## src/rtl/div_iter_pkg.sv

```systemverilog
// div_iter_pkg: micro-op codes, FSM state encodings and zero constants shared
// by the iterative divider and anything that drives it.
package div_iter_pkg;

  localparam int DivStateBus = 2;

  localparam logic [7:0] InstDivw  = 8'h60;
  localparam logic [7:0] InstModw  = 8'h61;
  localparam logic [7:0] InstDivwu = 8'h62;
  localparam logic [7:0] InstModwu = 8'h63;

  localparam logic [31:0] ZeroWord = 32'h0000_0000;
  localparam logic [4:0]  ZeroReg  = 5'h00;

  typedef enum logic [DivStateBus-1:0] {
    DivIdle = 2'd0,
    DivCalc = 2'd1,
    DivFix  = 2'd2,
    DivDone = 2'd3
  } divState_t;

endpackage

```

## src/rtl/div_abs_neg.sv

```systemverilog
// div_abs_neg: conditional two's complement, used both to take operand
// magnitudes and to put the sign back on the quotient/remainder.
module div_abs_neg #(
  parameter int WIDTH = 32
) (
  input  logic [WIDTH-1:0] i_value,
  input  logic             i_negate,
  output logic [WIDTH-1:0] o_result
);

  assign o_result = i_negate ? ((~i_value) + WIDTH'(1)) : i_value;

endmodule

```

## src/rtl/div_iter.sv

```systemverilog
// div_iter: radix-2 non-restoring divider for div.w/mod.w/div.wu/mod.wu.
// Define DIV_EARLY_OUT_EN to bypass the iteration when the quotient is trivially 0 or all-ones.
module div_iter
  import div_iter_pkg::*;
#(
  parameter int WIDTH = 32,
  parameter int OPW   = 8,
  parameter int REGW  = 5
) (
  input  logic              Clk,
  input  logic              Rest,
  input  logic [OPW-1:0]    DivMicOperate,
  input  logic              DivAbleValue,
  input  logic [WIDTH-1:0]  Dividend,
  input  logic [WIDTH-1:0]  Divisor,
  input  logic [REGW-1:0]   ReDataAddr,
  input  logic              Flush,
  output logic              DivReady,
  output logic [WIDTH-1:0]  ResultDate,
  output logic [REGW-1:0]   ResultAddr,
  output logic              ResultAbleValue
);

  localparam int CW = $clog2(WIDTH);

  divState_t r_state;
  divState_t w_nextState;

  logic              r_isMod;
  logic              r_dividendSign;
  logic              r_divisorSign;
  logic [REGW-1:0]   r_tag;
  logic [WIDTH-1:0]  r_divisor;
  logic [WIDTH-1:0]  r_quot;
  logic [WIDTH:0]    r_partRem;
  logic [CW-1:0]     r_count;

  logic              w_opDivw;
  logic              w_opModw;
  logic              w_opDivwu;
  logic              w_opModwu;
  logic              w_validOp;
  logic              w_signedOp;
  logic              w_modOp;
  logic              w_accept;
  logic [WIDTH-1:0]  w_absA;
  logic [WIDTH-1:0]  w_absB;
  logic [WIDTH:0]    w_shifted;
  logic [WIDTH:0]    w_stepRem;
  logic [WIDTH-1:0]  w_remMag;
  logic              w_negQuot;
  logic [WIDTH-1:0]  w_quotSigned;
  logic [WIDTH-1:0]  w_remSigned;

  assign w_opDivw   = (DivMicOperate == OPW'(InstDivw));
  assign w_opModw   = (DivMicOperate == OPW'(InstModw));
  assign w_opDivwu  = (DivMicOperate == OPW'(InstDivwu));
  assign w_opModwu  = (DivMicOperate == OPW'(InstModwu));
  assign w_validOp  = w_opDivw | w_opModw | w_opDivwu | w_opModwu;
  assign w_signedOp = w_opDivw | w_opModw;
  assign w_modOp    = w_opModw | w_opModwu;
  assign w_accept   = DivAbleValue & ~Flush & w_validOp;

  div_abs_neg #(.WIDTH(WIDTH)) u_absDividend (
    .i_value  (Dividend),
    .i_negate (w_signedOp & Dividend[WIDTH-1]),
    .o_result (w_absA)
  );

  div_abs_neg #(.WIDTH(WIDTH)) u_absDivisor (
    .i_value  (Divisor),
    .i_negate (w_signedOp & Divisor[WIDTH-1]),
    .o_result (w_absB)
  );

`ifdef DIV_EARLY_OUT_EN
  logic w_earlyOut;
  assign w_earlyOut = (w_absB == '0) | (w_absA < w_absB);
`endif

  // The pre-add shift can exceed 33 bits signed, but the post-add value always fits, so wrap is harmless.
  assign w_shifted = {r_partRem[WIDTH-1:0], r_quot[WIDTH-1]};
  assign w_stepRem = r_partRem[WIDTH] ? (w_shifted + {1'b0, r_divisor})
                                      : (w_shifted - {1'b0, r_divisor});

  assign w_remMag  = r_partRem[WIDTH] ? (r_partRem[WIDTH-1:0] + r_divisor)
                                      : r_partRem[WIDTH-1:0];

  // A zero divisor keeps the all-ones quotient whatever the operand signs.
  assign w_negQuot = (r_dividendSign ^ r_divisorSign) & (r_divisor != '0);

  div_abs_neg #(.WIDTH(WIDTH)) u_fixQuot (
    .i_value  (r_quot),
    .i_negate (w_negQuot),
    .o_result (w_quotSigned)
  );

  div_abs_neg #(.WIDTH(WIDTH)) u_fixRem (
    .i_value  (w_remMag),
    .i_negate (r_dividendSign),
    .o_result (w_remSigned)
  );

  always_ff @(posedge Clk or posedge Rest) begin
    if (Rest) begin
      r_state <= DivIdle;
    end else begin
      r_state <= w_nextState;
    end
  end

  always_comb begin
    w_nextState = r_state;
    if (Flush) begin
      w_nextState = DivIdle;
    end else begin
      case (r_state)
        DivIdle: begin
          if (w_accept) begin
`ifdef DIV_EARLY_OUT_EN
            w_nextState = w_earlyOut ? DivFix : DivCalc;
`else
            w_nextState = DivCalc;
`endif
          end
        end
        DivCalc: begin
          if (r_count == CW'(WIDTH-1)) begin
            w_nextState = DivFix;
          end
        end
        DivFix:  w_nextState = DivDone;
        DivDone: w_nextState = DivIdle;
        default: w_nextState = DivIdle;
      endcase
    end
  end

  always_comb begin
    DivReady        = (r_state == DivIdle);
    ResultAbleValue = (r_state == DivDone) & ~Flush;
  end

  always_ff @(posedge Clk or posedge Rest) begin
    if (Rest) begin
      r_isMod        <= 1'b0;
      r_dividendSign <= 1'b0;
      r_divisorSign  <= 1'b0;
      r_tag          <= '0;
      r_divisor      <= '0;
      r_quot         <= '0;
      r_partRem      <= '0;
      r_count        <= '0;
      ResultDate     <= WIDTH'(ZeroWord);
      ResultAddr     <= REGW'(ZeroReg);
    end else begin
      case (r_state)
        DivIdle: begin
          if (w_accept) begin
            r_isMod        <= w_modOp;
            r_dividendSign <= w_signedOp & Dividend[WIDTH-1];
            r_divisorSign  <= w_signedOp & Divisor[WIDTH-1];
            r_tag          <= ReDataAddr;
            r_divisor      <= w_absB;
            r_count        <= '0;
`ifdef DIV_EARLY_OUT_EN
            if (w_earlyOut) begin
              r_partRem <= {1'b0, w_absA};
              r_quot    <= (w_absB == '0) ? '1 : '0;
            end else begin
              r_partRem <= '0;
              r_quot    <= w_absA;
            end
`else
            r_partRem <= '0;
            r_quot    <= w_absA;
`endif
          end
        end
        DivCalc: begin
          r_partRem <= w_stepRem;
          r_quot    <= {r_quot[WIDTH-2:0], ~w_stepRem[WIDTH]};
          r_count   <= r_count + CW'(1);
        end
        DivFix: begin
          if (!Flush) begin
            ResultDate <= r_isMod ? w_remSigned : w_quotSigned;
            ResultAddr <= r_tag;
          end
        end
        default: begin
        end
      endcase
    end
  end

endmodule

```

## config.mk

```make
export PLATFORM = sky130hd
export DESIGN_NAME = div_iter
export DESIGN_NICKNAME = d
export VERILOG_FILES = /design/src/rtl/div_iter_pkg.sv /design/src/rtl/div_abs_neg.sv /design/src/rtl/div_iter.sv
export SDC_FILE = /design/constraint.sdc
export NUM_CORES = 1
export LEC_CHECK = 0
export BUFFER_PORTS_ARGS = -buffer_cell sky130_fd_sc_hd__buf_4
export CAP_MARGIN = 15
export CORE_MARGIN = 8
export CORE_UTILIZATION = 56
export DETAILED_ROUTE_END_ITERATION = 6
export PLACE_DENSITY_LB_ADDON = 0.1
export SYNTH_ARGS = -nofsm -noshare
export SYNTH_HDL_FRONTEND = slang
export SYNTH_SLANG_ARGS = --single-unit
```

## constraint.sdc

```tcl
create_clock -name Clk -period 4.6 [get_ports Clk]
set_input_delay 0.92 -clock Clk [delete_from_list [all_inputs] [get_ports Clk]]
set_output_delay 0.92 -clock Clk [all_outputs]
set_load 0.01 [all_outputs]
```

==> results.md <==
- Worst setup path class: reg -> reg
- Hold Slack: around 0.47 ns
- Final Net Count: 2024
- Net switching power of the design: ~3 mW
- Fraction of the core area covered by cells at the end of the flow: between 60% and 70%
- Max rail drop VDD: 0.2533 mV
- Total CTS buffers: 17
- H-tree lvl count: 4
- Total half-perimeter wirelength after legalization and detailed placement: ~33000 µm
- Overflow left after global routing: 0
- Pre-CTS WS: 0.1873 ns
- Int Power: slightly below 4 mW
- Signal arrival time at the worst endpoint: about 4.6 ns
- Top-level port count: between 100 and 150
- Final slew viol count: 0
- Sequential share of the synthesized area: about 27%
- Synthesized flop and latch total: about 150
- Insertion delay to the later sink of the worst-skew pair: 0.44 ns
- Switching portion of total power: between 40% and 50%
- Number of distinct library cells after synthesis: 96
- Final critical-path required period: between 4 and 5 ns
- Final routed wirelength across all metal layers: between 40000 and 50000 µm
- Fmax: 229.5 MHz
- Commonest cells after routing, fill and taps aside: nand2_1, o21ai_0, buf_4
- Count of input and output buffers: 119
- Setup violation total in the final timing report: 0
- Leakage power: around 6.8 nW
- Total DRC errors in the routed layout: 0
- Slew at the pin with the worst max-slew slack: approximately 1.1 ns
- Outcome: finished clean
- Register clock-pin slew on the reported worst setup and hold paths: 0.07 ns
- Fraction of final layout cells sized beyond drive strength 1: between 10% and 20%
- Category of the worst setup path launch point: flop
- Unrepaired setup endpoints after global routing: no
- Mean post-synth cell area: between 7 and 8 µm²
- Worst-case clock skew: 0.01479 ns
- DRC marker count from the first detailed-route iteration: approximately 1300
- Via count: between 10000 and 15000
- Largest net degree at the start of global routing: 150
- Starting density of the core: 56.63%
- Number of buffers added to fix hold violations after cts: 0
- Crit path capture type: flop
- Global Route Usage Sum: 28.89%
- Combinational share of power: about half
- Die Area: just under 30000 µm²
- First-pass iteration count of the detailed router: 6
- Antenna violations before repair: 0
- Cell at the root of the clock tree: clkbuf_16
- Final critical-path share of the clock period: between 90% and 100%
- Clock power share: slightly above 20%
- Number of clock sinks: 149
- Relative slew margins: a little over a quarter
- Net Count, Synth: around 1900
- Slack of the critical path: ~0.24 ns
- Part of the total power dissipated in sequential elements: ~31%
- Floorplan die height: about 170 µm
- Number of buffers on the longest clock path: 2
- Average wire per standard cell: about 19 µm
- Global-route wire length before repair: 67790 µm
- Hold Crit Class: reg -> reg
- CTS tree: built
- Post-synthesis instance total: between 1500 and 2000
- Cell Area, Synth: 13650 µm²
- Antenna-violating nets left: 0
- Number of global-route vias before repair: ~13000
- Crit path max fanout: 7
- RePlAce Congestion: around 1
- Standard-cell row count: 57
- Final hold viol count: 0
- Via count normalized by instance count: 6.217
- Power density over cell area: ~450 nW/µm²
- Required arrival time at the worst endpoint: around 4.9 ns
- Synthesis-to-layout area growth: 13.87%
- Final antenna diode count: 0
- Share of flip-flops with an asynchronous set or reset: between 90% and 100%
- Max-cap viol count: 0
- Primary FF master, synth: dfrtp_1
- Die Width: about 170 µm
- Most common cell after layout, fill and taps aside: nand2_1
- Synthesis Warnings: 0
- Placeable core area: ~24000 µm²
- Number of enable-type register cells in the synthesized netlist: 0
[sequential cells by signal (all words and copies together), names as in the netlist, 2 cells and up]
name / count
ResultDate: 32
r_partRem: 33
r_divisor: 32
r_quot: 32
r_state: 2
ResultAddr: 5
r_count: 5
r_tag: 5
[cell families after synthesis]
| kind of cell | synth area share (%) |
|---|---|
| muxes | 1.778 |
| DFF | 27.31 |
| AOI/OAI and AO/OA | 25.71 |
| and+or+nand+nor | 22.83 |
| buffers and inverters | 4.133 |
| xor gates and xnor gates | 11.16 |
| adders and majority gates | 7.075 |
[critical path: stages, from the launching register on]
cell	delay, ns
dfrtp_1	0.45
ha_1	0.26
fa_1	0.42
a21o_1	0.22
a41oi_4	0.33
a21oi_1	0.14
o311a_1	0.37
a221oi_2	0.22
nand4_1	0.25
or4_2	0.80
nand4bb_4	0.25
o41ai_1	0.38
o31ai_1	0.12
[Yosys cell counts (10+ instances only)]
cell,count,area (µm²)
nand3_1,33,165.2
nand2b_1,22,137.6
a21oi_1,147,735.7
o21ai_0,201,1006
a21o_1,23,172.7
nor2b_1,16,100.1
nand2_1,242,908.4
inv_1,45,168.9
nand4_1,16,100.1
and3_1,14,87.58
o21a_1,12,90.09
nor3_1,52,260.3
a211oi_1,19,142.6
and2_1,12,75.07
mux2i_1,13,130.1
o41ai_1,20,175.2
xor2_1,110,963.4
dfrtp_1,149,3729
or4_1,20,150.1
clkbuf_1,74,277.8
or3_1,13,81.33
nor4_1,22,137.6
a31oi_1,16,100.1
nor2_1,151,566.8
o31ai_1,40,300.3
xnor2_1,64,560.5
ha_1,74,925.9
mux2_2,10,112.6
[routing by layer]
metal / wire length [µm] / GRT usage (%) / vias up
met5: 0 / 0 / -
met4: 1411 / 10.12 / 0
met3: 3029 / 3.927 / 89
met2: 18760 / 45.01 / 580
met1: 19300 / 40.55 / 6394
li1: - / - / 6627
[final cells by class]
cell class                      count  area (µm²)
Multi-Input combinational cell   1489        9408
Tap cell                          324       405.4
Sequential cell                   149        3730
Clock inverter                     12       143.9
Fill cell                        2235        8561
Timing Repair Buffer              163        1236
Clock buffer                       18       439.2
Inverter                           47       182.7
[path summary, 6_finish.rpt]
kind	from	to	slack [ns]	cells past startpoint
max in group asynchronous	Rest	r_partRem[32]$_DFFE_PP0P_	3.13	3
max	r_divisor[0]$_DFFE_PP0P_	ResultDate[27]$_DFFE_PP0P_	0.24	12
max reg2reg	r_divisor[0]$_DFFE_PP0P_	ResultDate[27]$_DFFE_PP0P_	0.24	12
min reg2reg	r_tag[2]$_DFFE_PP0P_	ResultAddr[2]$_DFFE_PP0P_	0.47	2
min in group asynchronous	Rest	r_tag[0]$_DFFE_PP0P_	0.67	3
min	r_tag[2]$_DFFE_PP0P_	ResultAddr[2]$_DFFE_PP0P_	0.47	2
[per-stage QoR]
stage	total power, mW	TNS, ns	instance area [µm²]	cells
floorplan	4.388	-0.008267	13660	1775
global placement	5.423	0	14910	2170
detailed placement	5.495	0	14910	2170
CTS	6.954	0	15490	2200
global route	7.505	0	15540	2202
finish	7.018	0	15540	2202
[power groups by stage]
stage	clock [mW]	sequential, mW	combinational, mW
floorplan	0	2.03	2.36
global placement	0	2.16	3.26
detailed placement	0	2.17	3.33
CTS	1.45	2.15	3.36
global route	1.50	2.21	3.79
finish	1.44	2.17	3.40
[timing repair]
action,CTS,global route
endpoints found under the setup margin,0,11
hold endpoints to repair,0,0
gates resized for setup,0,8
setup buffers,0,2
(Power assumes the default switching activity.)
